`config.mk`:
```
export PLATFORM = sky130hd
export DESIGN_NAME = pcie_power_sequencer
export DESIGN_NICKNAME = d
export VERILOG_FILES = /design/src/rtl/pcie_pwr_seq_pkg.sv /design/src/rtl/pcie_seq_timer.sv /design/src/rtl/pcie_power_sequencer.sv
export SDC_FILE = /design/constraint.sdc
export NUM_CORES = 1
export LEC_CHECK = 0
export ABC_AREA = 0
export BUFFER_PORTS_ARGS = -buffer_cell sky130_fd_sc_hd__clkbuf_2
export CAP_MARGIN = 20
export CORE_ASPECT_RATIO = 1.1
export CORE_MARGIN = 2
export CORE_UTILIZATION = 25
export CTS_BUF_LIST = sky130_fd_sc_hd__clkbuf_8
export DETAILED_ROUTE_END_ITERATION = 8
export MAX_ROUTING_LAYER = met4
export PLACE_DENSITY_LB_ADDON = 0.12
export SYNTH_ARGS = -nofsm -noshare
export SYNTH_HDL_FRONTEND = slang
export SYNTH_SLANG_ARGS = --single-unit
```
`constraint.sdc`:
```
create_clock -name clk -period 4.43 [get_ports clk]
set_clock_uncertainty 0.05 [all_clocks]
set_input_delay 0.886 -clock clk [delete_from_list [all_inputs] [get_ports clk]]
set_output_delay 0.886 -clock clk [all_outputs]
set_load 0.05 [all_outputs]
```
`src/rtl/pcie_pwr_seq_pkg.sv`:
```
// Shared types and default timing for the PCIe power sequencer.
package pcie_pwr_seq_pkg;

  typedef enum logic [2:0] {
    ST_OFF,
    ST_PWR_WAIT,
    ST_RAIL_DLY,
    ST_CLK_DLY,
    ST_PERST_DLY,
    ST_ACTIVE,
    ST_SHUTDOWN,
    ST_FAULT
  } seq_state_t;

  // Default timing, in cycles of the 100 MHz sequencer clock
  localparam int unsigned DEF_T_PGOOD_TO_CYC   = 1_000_000;
  localparam int unsigned DEF_T_RAIL_GRST_CYC  = 1_000;
  localparam int unsigned DEF_T_GRST_CLK_CYC   = 1_000;
  localparam int unsigned DEF_T_GRST_PERST_CYC = 10_000_000;
  localparam int unsigned DEF_T_CLK_PERST_CYC  = 10_000;
  localparam int unsigned DEF_T_SD_STEP_CYC    = 100;

  function automatic int unsigned max_u(input int unsigned a, input int unsigned b);
    return (a > b) ? a : b;
  endfunction

endpackage

```
`src/rtl/pcie_seq_timer.sv`:
```
// Loadable saturating up-counter with a ">= limit" done flag.
module pcie_seq_timer #(
  parameter int W = 8
) (
  input  logic         clk,
  input  logic         rst,
  input  logic         load,
  input  logic [W-1:0] load_val,
  input  logic [W-1:0] limit,
  output logic         done
);

  logic [W-1:0] count;

  // Count up from the loaded value, holding at all-ones instead of wrapping
  always_ff @(posedge clk or posedge rst) begin
    // NOTE: state registers use non-blocking assignments so every flop samples pre-edge values.
    if (rst) begin
      count <= '0;
    end else if (load) begin
      count <= load_val;
    end else if (count != '1) begin
      count <= count + W'(1);
    end
  end

  assign done = (count >= limit);

endmodule

```
`src/rtl/pcie_power_sequencer.sv`:
```
// PCIe slot power-up / power-down sequencer: rails, global reset, refclk, PERST#.
module pcie_power_sequencer
  import pcie_pwr_seq_pkg::*;
#(
  parameter int unsigned T_PGOOD_TO_CYC   = DEF_T_PGOOD_TO_CYC,
  parameter int unsigned T_RAIL_GRST_CYC  = DEF_T_RAIL_GRST_CYC,
  parameter int unsigned T_GRST_CLK_CYC   = DEF_T_GRST_CLK_CYC,
  parameter int unsigned T_GRST_PERST_CYC = DEF_T_GRST_PERST_CYC,
  parameter int unsigned T_CLK_PERST_CYC  = DEF_T_CLK_PERST_CYC,
  parameter int unsigned T_SD_STEP_CYC    = DEF_T_SD_STEP_CYC
) (
  input  logic clk,
  input  logic rst,
  input  logic start,
  input  logic stop,
  input  logic pgood_1v5,
  input  logic pgood_3v3,
  output logic vdd_1v5_en,
  output logic vdd_3v3_en,
  output logic grst_n,
  output logic ref_clk_en,
  output logic perst_n,
  output logic seq_done,
  output logic seq_fault
);

  localparam int unsigned MAX_T = max_u(max_u(max_u(T_PGOOD_TO_CYC, T_RAIL_GRST_CYC),
                                              max_u(T_GRST_CLK_CYC, T_GRST_PERST_CYC)),
                                        max_u(T_CLK_PERST_CYC, T_SD_STEP_CYC));
  // One spare bit keeps the power-good timeout limit (T + 1) representable
  localparam int W = $clog2(MAX_T + 1) + 1;

  localparam logic [W-1:0] LIM_PG    = W'(T_PGOOD_TO_CYC + 1);
  localparam logic [W-1:0] LIM_RAIL  = W'(T_RAIL_GRST_CYC);
  localparam logic [W-1:0] LIM_GC    = W'(T_GRST_CLK_CYC);
  localparam logic [W-1:0] LIM_GP    = W'(T_GRST_PERST_CYC);
  localparam logic [W-1:0] LIM_CP    = W'(T_CLK_PERST_CYC);
  localparam logic [W-1:0] LIM_SD    = W'(T_SD_STEP_CYC);
  // Timers read k at the k-th edge after the loading edge
  localparam logic [W-1:0] LOAD_ONE  = W'(1);
  // PERST# may release on the refclk edge itself when no refclk wait applies
  // and the grst-to-perst wait is already covered by the grst-to-clk wait
  localparam bit PERST_WITH_CLK = (T_CLK_PERST_CYC == 0) && (T_GRST_PERST_CYC <= T_GRST_CLK_CYC);

  seq_state_t   state;
  logic         sd_step2;
  logic         pg15_q, pg33_q;
  logic         pg_both, pg_fall, rails_on;
  logic         fault_evt, stop_evt, adv;
  logic         load_a, load_b, a_done, b_done;
  logic [W-1:0] lim_a;

  assign pg_both  = pgood_1v5 & pgood_3v3;
  assign rails_on = vdd_1v5_en | vdd_3v3_en;

  // Timer A: power-good timeout, rail delay, time since grst_n rise, shutdown steps
  pcie_seq_timer #(.W(W)) u_tmr_grst (
    .clk      (clk),
    .rst      (rst),
    .load     (load_a),
    .load_val (LOAD_ONE),
    .limit    (lim_a),
    .done     (a_done)
  );

  // Timer B: time since ref_clk_en rise
  pcie_seq_timer #(.W(W)) u_tmr_clk (
    .clk      (clk),
    .rst      (rst),
    .load     (load_b),
    .load_val (LOAD_ONE),
    .limit    (LIM_CP),
    .done     (b_done)
  );

  // Decode this cycle's fault, stop and advance events plus timer loads
  always_comb begin
    // NOTE: every combinational output gets a default first so no path leaves it unassigned (no latch).
    pg_fall   = (pg15_q & ~pgood_1v5) | (pg33_q & ~pgood_3v3);
    fault_evt = 1'b0;
    stop_evt  = 1'b0;
    adv       = 1'b0;
    lim_a     = '0;
    load_a    = 1'b0;
    load_b    = 1'b0;
    case (state)
      ST_OFF:       adv = start;
      ST_PWR_WAIT: begin
        lim_a     = LIM_PG;
        adv       = pg_both;
        fault_evt = a_done & ~pg_both;
        stop_evt  = stop;
      end
      ST_RAIL_DLY: begin
        lim_a     = LIM_RAIL;
        adv       = a_done;
        fault_evt = rails_on & pg_fall;
        stop_evt  = stop;
      end
      ST_CLK_DLY: begin
        lim_a     = LIM_GC;
        adv       = a_done;
        fault_evt = rails_on & pg_fall;
        stop_evt  = stop;
      end
      ST_PERST_DLY: begin
        lim_a     = LIM_GP;
        adv       = a_done & b_done;
        fault_evt = rails_on & pg_fall;
        stop_evt  = stop;
      end
      ST_ACTIVE: begin
        fault_evt = rails_on & pg_fall;
        stop_evt  = stop;
      end
      ST_SHUTDOWN: begin
        lim_a     = LIM_SD;
        adv       = a_done;
        fault_evt = rails_on & pg_fall;
      end
      default: ;
    endcase
    if (!fault_evt) begin
      if (stop_evt) begin
        load_a = 1'b1;
      end else if (adv) begin
        case (state)
          ST_OFF, ST_PWR_WAIT, ST_RAIL_DLY: load_a = 1'b1;
          ST_CLK_DLY:                       load_b = 1'b1;
          ST_SHUTDOWN:                      load_a = ~sd_step2;
          default: ;
        endcase
      end
    end
  end

  // Sequencer state and registered outputs; fault beats stop beats progress
  always_ff @(posedge clk or posedge rst) begin
    if (rst) begin
      state      <= ST_OFF;
      sd_step2   <= 1'b0;
      pg15_q     <= 1'b0;
      pg33_q     <= 1'b0;
      vdd_1v5_en <= 1'b0;
      vdd_3v3_en <= 1'b0;
      grst_n     <= 1'b0;
      ref_clk_en <= 1'b0;
      perst_n    <= 1'b0;
      seq_done   <= 1'b0;
      seq_fault  <= 1'b0;
    end else begin
      pg15_q <= pgood_1v5;
      pg33_q <= pgood_3v3;
      if (fault_evt) begin
        state      <= ST_FAULT;
        vdd_1v5_en <= 1'b0;
        vdd_3v3_en <= 1'b0;
        grst_n     <= 1'b0;
        ref_clk_en <= 1'b0;
        perst_n    <= 1'b0;
        seq_done   <= 1'b0;
        seq_fault  <= 1'b1;
      end else if (stop_evt) begin
        state    <= ST_SHUTDOWN;
        perst_n  <= 1'b0;
        seq_done <= 1'b0;
        sd_step2 <= 1'b0;
      end else begin
        case (state)
          ST_OFF: if (start) begin
            state      <= ST_PWR_WAIT;
            vdd_1v5_en <= 1'b1;
            vdd_3v3_en <= 1'b1;
          end
          ST_PWR_WAIT: if (pg_both) state <= ST_RAIL_DLY;
          ST_RAIL_DLY: if (a_done) begin
            grst_n <= 1'b1;
            state  <= ST_CLK_DLY;
          end
          ST_CLK_DLY: if (a_done) begin
            ref_clk_en <= 1'b1;
            if (PERST_WITH_CLK) begin
              perst_n  <= 1'b1;
              seq_done <= 1'b1;
              state    <= ST_ACTIVE;
            end else begin
              state <= ST_PERST_DLY;
            end
          end
          ST_PERST_DLY: if (a_done && b_done) begin
            perst_n  <= 1'b1;
            seq_done <= 1'b1;
            state    <= ST_ACTIVE;
          end
          ST_ACTIVE: ;
          ST_SHUTDOWN: if (a_done) begin
            if (!sd_step2) begin
              ref_clk_en <= 1'b0;
              grst_n     <= 1'b0;
              sd_step2   <= 1'b1;
            end else begin
              vdd_1v5_en <= 1'b0;
              vdd_3v3_en <= 1'b0;
              state      <= ST_OFF;
            end
          end
          ST_FAULT: if (stop && !start) begin
            seq_fault <= 1'b0;
            state     <= ST_OFF;
          end
          default: state <= ST_OFF;
        endcase
      end
    end
  end

endmodule

```
==> metrics.md, run 1 <==
| Metric | Value |
|---|---|
| Clock sinks | `61` |
| Drt wl/cell | `15.2 µm` |
| IO Port Bufs | `12` |
| Post-detailed-placement cell area | `4270 µm²` |
| Slew margin rel. | `0.385` |
| Worst VDD drop | `0.236 mV` |
| FILL cells | `1762` |
| Syn Area/Cell | `9.05 µm²` |
| Synth Area in XOR/XNOR | `0.0963` |
| #FFs+latches synth | `61` |
| Setup Crit Path Kind | `reg -> reg` |
| CTS buffer count | `9` |
| Die H | `138 µm` |
| Commonest cells after routing, fill and taps aside | `nor2_1, dfrtp_1, xnor2_1` |
| Worst-Skew Late Latency | `0.36 ns` |
| Worst Setup Start Kind | `flop` |
| GR Util met2 | `0.196` |
| Hold Vio Cnt, Final | `0` |
| Synth Area in Compound Gates | `0.116` |
| # Max-Cap Violations | `0` |
| Most common cell after layout, fill and taps aside | `nor2_1` |
| Area occupied by multi-input gates | `2350 µm²` |
| Site row count | `49` |
| Sequential share of power | `0.348` |
| Root buf cell | `clkbuf_8` |
| Post-route design area | `4470 µm²` |
| CP Max Fanout | `25` |
| Via count | `3244` |
| Number of global-route vias before repair | `3282` |
| Remaining Overflow, GRT | `0` |
| RSZ-0062 raised after global routing | `false` |
| Final worst-path cycle share | `0.845` |
| Synth Warn # | `0` |
| Hold_buf cts | `0` |
| Initial antenna violation count | `0` |
| Routed Antenna Nets | `0` |
| Post-synthesis adder-cell area fraction | `0.0642` |
| GRT Max-Usage Layer | `met2` |
| FMAX | `267 MHz` |
| DR vias/cell | `4.88` |
| All-Layer GR Usage | `0.125` |
| Cell count after synthesis | `452` |
| Predominant post-synthesis flop cell | `dfrtp_1` |
| Largest net degree at the start of global routing | `40` |
| Setup bufs post-CTS | `0` |
| Power per Cell Area | `607 nW/µm²` |
| CP Capture Type | `flop` |
| Gate power share | `0.463` |
| Post-Syn Nets | `479` |
| Net Switching | `1.25 mW` |
| Setup TNS | `0 ns` |
| Antenna cells | `0` |
| LEAKAGE | `1.75 nW` |
| Min Tclk post-route | `3.74 ns` |
| Cell taking the most area after synthesis | `dfrtp_1` |
| Clk pin slew, worst setup/hold paths | `0.08 ns` |
| Area Growth Syn to Fin | `9.14%` |
| Top area cells in the synthesized netlist | `dfrtp_1, xnor2_1, ha_1` |
| WL final | `10100 µm` |
| Met1 Use GR | `0.156` |
| Simple-gate share of the synthesized area | `0.290` |
| Hold crit path type | `reg -> reg` |
| Post-synthesis instance area | `4090 µm²` |
| # DRC | `0` |
| Run status | `complete, no violations` |
| Nets@finish | `483` |
| Ys async rst share | `1.00` |
| GP Congestion | `0.791` |
| Clock power share | `0.189` |
| Dpl hpwl | `6990 µm` |
| Mux contribution to synthesized area | `0.00734` |
| Top Ports | `13` |
| CP arrival | `3.92 ns` |
| Largest family of logic cells by synthesized area | `simple AND/OR/NAND/NOR gates` |
| First DRT Iteration DRCs | `247` |
| First-pass detailed-route iteration total | `4` |
| Cell Int Power | `1.46 mW` |
| Register area | `1530 µm²` |
| Worst-margin pin slew | `0.922 ns` |
| GRT met3 Usage | `0.0232` |
| Initial Util | `0.253` |
| Synth cell types | `72` |
| PostCTS Resize Cnt | `0` |
| # H-tree levels | `3` |
| Data required time at the worst endpoint | `4.61 ns` |
| Post-synth EDFFs | `0` |
| First-pass GRT wire length | `17000 µm` |
| TritonCTS clock tree | `built` |
| Sequential fraction of the synthesis area | `0.373` |
| Share of post-route cells with drive strength above 1 | `0.119` |
| Sw frac | `0.461` |
| Die X | `126 µm` |
| CTS Buffer Depth | `2` |
| Share of the synthesized area in the top cell type | `0.373` |
| Final setup viols | `0` |
| Max-slew violations | `0` |
| Die ar. | `17400 µm²` |
| Core area | `16200 µm²` |
## synthesized netlist by cell type (all sizes together), types with 3 or more instances
library cell / instances
a211oi: 3
a21oi: 14
a31oi: 4
and2: 4
and4: 6
buf: 15
clkbuf: 8
dfrtp: 61
ha: 21
inv: 15
mux2i: 3
nand2: 32
nand2b: 4
nand3: 20
nand4: 15
nor2: 71
nor2b: 6
nor3: 22
nor3b: 3
nor4: 13
nor4b: 6
o211ai: 5
o21a: 4
o21ai: 14
o31ai: 3
or2: 6
xnor2: 36
xor2: 9
## routing by layer
metal | vias up | share of wire | routed length (µm)
met4 | 0 | 0.024 | 238
met5 | - | 0 | 0
li1 | 1619 | - | -
met1 | 1567 | 0.48 | 4810
met2 | 42 | 0.48 | 4810
met3 | 16 | 0.025 | 253
## sequential cells by signal, summed over array words and instances (netlist names)
| signal | cells |
|---|---|
| sd_step2 | 1 |
| vdd_3v3_en | 1 |
| seq_done | 1 |
| state | 3 |
| u_tmr_clk.count | 25 |
| pg15_q | 1 |
| grst_n | 1 |
| ref_clk_en | 1 |
| pg33_q | 1 |
| u_tmr_grst.count | 25 |
| seq_fault | 1 |
## stage by stage
stage | worst slack (ns) | utilization | std cells | hold slack (ns) | total power [mW]
after floorplan | 1.33 | - | 452 | 0.438 | 1.94
after global placement | 0.671 | 0.264 | 649 | 0.435 | 2.22
after detailed placement | 0.698 | 0.264 | 649 | 0.446 | 2.21
after CTS | 0.648 | 0.276 | 665 | 0.464 | 2.75
after global routing | 0.367 | 0.276 | 665 | 0.490 | 2.95
final | 0.688 | 0.276 | 665 | 0.458 | 2.71
## power by group through the flow
stage / Sequential (mW) / Clock [mW] / Combinational (mW)
floorplan: 0.921 / 0 / 1.01
global placement: 0.948 / 0 / 1.27
detailed placement: 0.950 / 0 / 1.26
CTS: 0.942 / 0.539 / 1.27
global route: 0.974 / 0.557 / 1.42
finish: 0.943 / 0.513 / 1.26
## critical path, cell delays in order, from the launching register on
cell and delay [ns]:
dfrtp_1 0.61, or3b_4 0.55, inv_1 0.14, nor3_1 0.09, ha_1 0.29, nand2_1 0.07
nor4_4 0.26, or4b_1 0.50, nand3_2 0.15, a21oi_2 0.17, and4b_1 0.34, buf_4 0.28
nor2_1 0.09
## logic make-up after synthesis
group | count (synthesis)
xor gates and xnor gates | 45
muxes | 3
DFF | 61
buffers and inverters | 38
and+or+nand+nor | 220
AOI/OAI and AO/OA | 64
adders and majority gates | 21
## area by class of cell
type,count,area share
multi-input cells,353,0.525
flip-flops and latches,61,0.342
well taps,204,0.0571
clock buffers,10,0.0308
repair buffers,16,0.0202
inverters,15,0.0126
clock inverters,6,0.0123
## worst paths after layout
check                              start                   to  slack (ns)  depth (start not counted)
worst max register to register  state[2]  u_tmr_clk.count[18]        0.69                         12
worst max-delay path            state[2]  u_tmr_clk.count[18]        0.69                         12
worst min register to register  state[0]             state[0]        0.46                          1
max in group asynchronous            rst  u_tmr_grst.count[1]        2.83                          3
worst min-delay path            state[0]             state[0]        0.46                          1
min in group asynchronous            rst             seq_done        0.64                          2
Note: power is estimated with default switching activity, not from simulation.
==> run 2, diff against run 1 <==
ABC_AREA = 1   (was 0)
clock period = 3.5 ns   (was 4.43 ns; I/O delays follow)
==> run 2 against run 1 <==
  * Non-clock buffer count up 1
  * Setup slack worse by 0.26 ns
  * Final cell count up 23%
  * Highest routed layer unchanged
  * Critical path depth up 4
  * Global-route usage up 0.48 points
  * Register-to-register slack worse by 0.26 ns
  * Synthesized area up 3.9%
  * Routed wire length up 2.2%
  * Largest power group unchanged
  * Power up 33%
  * Count of clock-buffer cells in the layout up 1
==> metrics.md, run 2 <==
| Metric | Value |
|---|---|
| Share of the synthesized area in the top cell type | `0.359 (-0.0140)` |
| Ys async rst share | `1.00 (unchanged)` |
| GP Congestion | `0.862 (+9.0%)` |
| CTS Buffer Depth | `2 (unchanged)` |
| Via count | `3659 (+13%)` |
| # DRC | `0 (unchanged)` |
| Top Ports | `13 (unchanged)` |
| Top Registers | `u_tmr_clk.count: 25 flops, u_tmr_grst.count: 25 flops, state: 3 flops` |
| Post-Syn Nets | `617 (+29%)` |
| Die ar. | `18100 µm² (+3.8%)` |
| Initial antenna violation count | `0 (unchanged)` |
| RSZ-0062 raised after global routing | `false` |
| Root buf cell | `clkbuf_8` |
| Worst Setup Start Kind | `flop` |
| Synth Warn # | `0 (unchanged)` |
| Cell taking the most area after synthesis | `dfrtp_1` |
| Die H | `141 µm (+1.9%)` |
| LEAKAGE | `2.45 nW (+40%)` |
| Drt wl/cell | `12.6 µm (-17%)` |
| Run status | `complete, no violations` |
| Share of post-route cells with drive strength above 1 | `0.111 (-0.00838)` |
| Max-slew violations | `0 (unchanged)` |
| Antenna cells | `0 (unchanged)` |
| Data required time at the worst endpoint | `3.69 ns (-0.92 ns)` |
| CP Max Fanout | `24 (-4.0%)` |
| Post-layout util | `0.282 (+0.00633)` |
| Dpl hpwl | `8090 µm (+16%)` |
| IO Port Bufs | `12 (unchanged)` |
| Hold crit path type | `in -> async` |
| Largest net degree at the start of global routing | `25 (-38%)` |
| CP Capture Type | `flop` |
| Area Growth Syn to Fin | `11.7%` |
| Commonest cells in the netlist | `nand2_1, inv_1, nor2_1` |
| Die X | `128 µm (+1.9%)` |
| Reg-to-reg slack, setup | `0.43 ns (-0.26 ns)` |
| WL final | `10300 µm (+2.2%)` |
| Routed Antenna Nets | `0 (unchanged)` |
| DR vias/cell | `4.46 (-8.6%)` |
| #FFs+latches synth | `61 (unchanged)` |
| Setup TNS | `0 ns (unchanged)` |
| TritonCTS clock tree | `built` |
| Nets@finish | `635 (+31%)` |
| Commonest cells after routing, fill and taps aside | `nand2_1, inv_1, nor2_1` |
| Syn Area/Cell | `7.21 µm² (-20%)` |
| Clock sinks | `61 (unchanged)` |
| Remaining Overflow, GRT | `0 (unchanged)` |
| Worst-Skew Late Latency | `0.36 ns (about the same)` |
| All-Layer GR Usage | `0.130 (+0.00480)` |
| Synth cell types | `41 (-43%)` |
| Sequential fraction of the synthesis area | `0.359 (-0.0140)` |
| Hold Vio Cnt, Final | `0 (unchanged)` |
| # H-tree levels | `3 (unchanged)` |
| Min Tclk post-route | `3.07 ns (-0.668 ns)` |
| Post-synthesis instance area | `4250 µm² (+3.9%)` |
| CP arrival | `3.27 ns (-0.65 ns)` |
| Cell count after synthesis | `590 (+31%)` |
| Worst-margin pin slew | `0.546 ns (-0.376 ns)` |
| Slew margin rel. | `0.635 (+0.249)` |
| Power per Cell Area | `757 nW/µm² (+25%)` |
| Top area cells in the synthesized netlist | `dfrtp_1, nand2_1, inv_1` |
| # Max-Cap Violations | `0 (unchanged)` |
| Final setup viols | `0 (unchanged)` |
| Site row count | `50 (+2.0%)` |
| First-pass GRT wire length | `18200 µm (+7.2%)` |
| Post-synth EDFFs | `0 (unchanged)` |
| Setup bufs post-CTS | `0 (unchanged)` |
| Predominant post-synthesis flop cell | `dfrtp_1` |
| Number of global-route vias before repair | `3754 (+14%)` |
| Final worst-path cycle share | `0.878 (+0.0337)` |
| First DRT Iteration DRCs | `157 (-36%)` |
| Most common cell after layout, fill and taps aside | `nand2_1` |
| Clk pin slew, worst setup/hold paths | `0.08 ns (about the same)` |
| Worst VDD drop | `0.256 mV (+8.3%)` |
| FMAX | `325 MHz (+22%)` |
| Initial Util | `0.253 (about the same)` |
| Top-count cell post-synth | `nand2_1` |
| Setup Crit Path Kind | `reg -> reg` |
| CTS buffer count | `9 (unchanged)` |
| First-pass detailed-route iteration total | `4 (unchanged)` |
| Core area | `16800 µm² (+4.0%)` |
[run 2: changes by cell type in the layout (fill, tap and decap cells not counted), moves of 8 or more]
cell,delta
inv_1,+77
nor4_1,-8
nand2_1,+96
nor2_2,+8
nor2_1,+22
nand3_1,+21
xnor2_1,-30
[run 2: cell type report]
cell class | instances | area (µm²)
fillers | 1838 | 12100
flip-flops and latches | 61 | 1530
well taps | 208 | 260
multi-input cells | 424 | 2280
clock inverters | 5 | 73.8
inverters | 95 | 359
repair buffers | 17 | 97.6
clock buffers | 11 | 151
[run 2: layer usage]
layer  vias up  share of wire  track usage
met5         -              0            -
li1       1931              -            -
met2        43           0.47        0.206
met4         0          0.022       0.0567
met3        17          0.026       0.0235
met1      1668           0.48        0.163
[run 2: worst paths after layout]
kind                                             end       from  cells after the start
worst max register to register  u_tmr_grst.count[22]   state[1]                     16
worst max-delay path            u_tmr_grst.count[22]   state[1]                     16
min in group clk                              pg15_q  pgood_1v5                      1
max in group asynchronous       u_tmr_grst.count[20]        rst                      3
worst min register to register                grst_n     grst_n                      2
worst min-delay path             u_tmr_clk.count[18]        rst                      2
[run 2: logic make-up after synthesis]
logic type               count (synthesis)  share of synthesized area
AND/OR/NAND/NOR                        332                      0.359
buffers and inverters                  105                      0.104
flip-flops                              61                      0.359
AO/OA/AOI/OAI                           53                     0.0791
adder cells (fa/ha/maj)                 21                     0.0618
XOR/XNOR                                18                     0.0371
[run 2: report_power, final]
part           internal (mW)  switching (mW)
clock                  0.435           0.299
combinational          0.588            1.11
sequential             0.918           0.249
total                   1.94            1.65
[run 2: what timing repair did]
action                     4_1_cts  5_1_grt
setup endpoints to repair        0       24
hold buffers                     0        0
resized for setup                0        2
[run 2: stage by stage]
| stage | setup slack (ns) | std cells | total power [mW] | hold slack (ns) | instance area, µm² |
|---|---|---|---|---|---|
| floorplan | 0.795 | 590 | 2.53 | 0.460 | 4250 |
| global placement | 0.400 | 805 | 2.91 | 0.448 | 4520 |
| detailed placement | 0.267 | 805 | 2.89 | 0.459 | 4520 |
| CTS | 0.251 | 821 | 3.65 | 0.250 | 4750 |
| global route | 0.0216 | 821 | 3.96 | 0.268 | 4750 |
| finish | 0.425 | 821 | 3.59 | 0.249 | 4750 |
[run 2: worst max-delay path: stages, from the launching register on]
cell	delay [ns]
dfrtp_1	0.47
inv_1	0.14
nand2_1	0.11
nor2_1	0.15
inv_1	0.18
nand2_1	0.13
inv_1	0.05
ha_1	0.28
nand4_1	0.09
nor3_1	0.23
nand3_1	0.20
nand3_2	0.17
nand3_1	0.14
nand3_2	0.12
nand3_2	0.10
nand2_4	0.26
nor2_1	0.09
==> run 3, diff against run 2 <==
CELL_PAD_IN_SITES_DETAIL_PLACEMENT = 1   (was not set)
CELL_PAD_IN_SITES_GLOBAL_PLACEMENT = 1   (was not set)
==> run 3 against run 2 <==
  * Die area unchanged
  * Utilization increased by 0.074 points
  * Critical endpoint is now u_tmr_clk.count[23]
  * Sequential share of layout area decreased by 0.084 points
  * Largest cell class unchanged
==> metrics.md, run 3 (synthesis gave the netlist of run 2 again) <==
| Metric | Value |
|---|---|
| Share of post-route cells with drive strength above 1 | `0.111 (unchanged)` |
| Die H | `141 µm (unchanged)` |
| First-pass GRT wire length | `20900 µm (+15%)` |
| Initial Util | `0.253 (unchanged)` |
| CP Cell Sequence | `inv_1, nand2_1, nor2_1, inv_1, nand2_1, inv_1, ha_1, nand2_1, inv_1, nand2_1, nand2_1, nand2_1, nand2_1, a21oi_4, nand4_4, a21oi_4, nand3_2, inv_6, nor2_1` |
| Final setup viols | `0 (unchanged)` |
| CTS Buffer Depth | `2 (unchanged)` |
| Hold_buf cts | `0 (unchanged)` |
| LEAKAGE | `2.44 nW (-0.25%)` |
| Site row count | `50 (unchanged)` |
| Drt wl/cell | `14.9 µm (+18%)` |
| CP arrival | `3.37 ns (+0.10 ns)` |
| Clock sinks | `61 (unchanged)` |
| Setup bufs post-CTS | `0 (unchanged)` |
| Setup TNS | `0 ns (unchanged)` |
| Min Hold Slack | `0.299 ns (+0.0503 ns)` |
| RSZ-0062 raised after global routing | `false` |
| All-Layer GR Usage | `0.151 (+0.0212)` |
| Root buf cell | `clkbuf_8` |
| Via count | `3848 (+5.2%)` |
| Routed Antenna Nets | `0 (unchanged)` |
| Die ar. | `18100 µm² (unchanged)` |
| Most common cell after layout, fill and taps aside | `nand2_1` |
| IO Port Bufs | `12 (unchanged)` |
| Clk pin slew, worst setup/hold paths | `0.09 ns (about the same)` |
| Hold Vio Cnt, Final | `0 (unchanged)` |
| Core area | `16800 µm² (unchanged)` |
| First DRT Iteration DRCs | `140 (-11%)` |
| TritonCTS clock tree | `built` |
| Antenna cells | `0 (unchanged)` |
| Setup ws final | `0.321 ns (-0.104 ns)` |
| Power per Cell Area | `773 nW/µm² (+2.2%)` |
| Worst path most repeated cell | `nand2_1` |
| Power Total | `3.68 mW (+2.5%)` |
| Post-detailed-placement cell area | `4530 µm² (+0.17%)` |
| Worst VDD drop | `0.223 mV (-13%)` |
| Remaining Overflow, GRT | `0 (unchanged)` |
| Worst-Skew Late Latency | `0.37 ns (about the same)` |
| CP Capture Type | `flop` |
| Commonest cells after routing, fill and taps aside | `nand2_1, inv_1, nor2_1` |
| Placed Cells | `806 (+0.12%)` |
| Final Instance Count excl. Fillers | `821 (unchanged)` |
| Top Ports | `13 (unchanged)` |
| PostCTS Resize Cnt | `0 (unchanged)` |
| WL final | `12200 µm (+18%)` |
| Crit-path max cell delay | `0.48 ns (about the same)` |
| Number of global-route vias before repair | `4167 (+11%)` |
| Dpl hpwl | `9440 µm (+17%)` |
| # Max-Cap Violations | `0 (unchanged)` |
| DR vias/cell | `4.69 (+5.2%)` |
| Hold crit path type | `in -> async` |
| First-pass detailed-route iteration total | `4 (unchanged)` |
| Slowest CP cell | `dfrtp_1` |
| Worst Path Buf+Inv | `5 (+2)` |
| Max-slew violations | `0 (unchanged)` |
| Final worst-path cycle share | `0.908 (+0.0298)` |
| Worst Setup Start Kind | `flop` |
| Slew margin rel. | `0.652 (+0.0175)` |
| Data required time at the worst endpoint | `3.69 ns (about the same)` |
| # DRC | `0 (unchanged)` |
| # H-tree levels | `3 (unchanged)` |
| Setup WS pre-CTS | `0.166 ns (-0.101 ns)` |
| Top Registers | `u_tmr_clk.count: 25 flops, u_tmr_grst.count: 25 flops, state: 3 flops` |
| GP Congestion | `0.836 (-3.0%)` |
| CP Max Fanout | `24 (unchanged)` |
| Largest net degree at the start of global routing | `25 (unchanged)` |
| Min Tclk post-route | `3.18 ns (+0.104 ns)` |
| FMAX | `315 MHz (-3.3%)` |
| CTS buffer count | `9 (unchanged)` |
| Area Growth Syn to Fin | `12.0%` |
| Nets@finish | `636 (+0.16%)` |
| Post-route design area | `4760 µm² (+0.26%)` |
| Run status | `complete, no violations` |
| Setup Crit Path Kind | `reg -> reg` |
| Die X | `128 µm (unchanged)` |
| Worst-margin pin slew | `0.520 ns (-0.0261 ns)` |
| Crit path max-delay family | `simple AND/OR/NAND/NOR gates` |
| Initial antenna violation count | `0 (unchanged)` |
| Post-layout util | `0.283 (+0.000743)` |
==> run 3: worst reg2reg max path: cells and delay by family (launching register included) <==
family | cells | cell delay (ns)
fa+ha+maj | 1 | 0.30
simple gates | 11 | 1.18
compound gates | 2 | 0.38
flops | 1 | 0.48
buf+inv | 5 | 0.66
==> run 3: final timing paths <==
check	depth (start not counted)	endpoint	slack [ns]	from
worst max-delay path	19	u_tmr_clk.count[23]	0.32	state[1]
worst min-delay path	2	u_tmr_clk.count[14]	0.30	rst
worst max register to register	19	u_tmr_clk.count[23]	0.32	state[1]
worst min register to register	2	grst_n	0.45	grst_n
max in group asynchronous	3	u_tmr_grst.count[21]	2.37	rst
min in group clk	1	pg33_q	0.44	pgood_3v3
==> run 3: final cells by class <==
| class | instances | area [µm²] |
|---|---|---|
| clock buffers | 10 | 138 |
| well taps | 208 | 260 |
| clock inverters | 5 | 76.3 |
| fillers | 2096 | 12100 |
| multi-input cells | 424 | 2300 |
| inverters | 95 | 362 |
| flip-flops and latches | 61 | 1530 |
| repair buffers | 18 | 105 |
==> run 3: layer usage <==
layer  track usage  vias to the layer above  part of all wire
met5             -                        -                 0
met4        0.0590                        0             0.023
met3        0.0281                       17             0.025
met2         0.259                       37              0.50
met1         0.175                     1860              0.45
li1              -                     1934                 -
==> run 3: power by group <==
part / switching, mW / internal [mW]
sequential: 0.261 / 0.917
clock: 0.313 / 0.413
combinational: 1.18 / 0.601
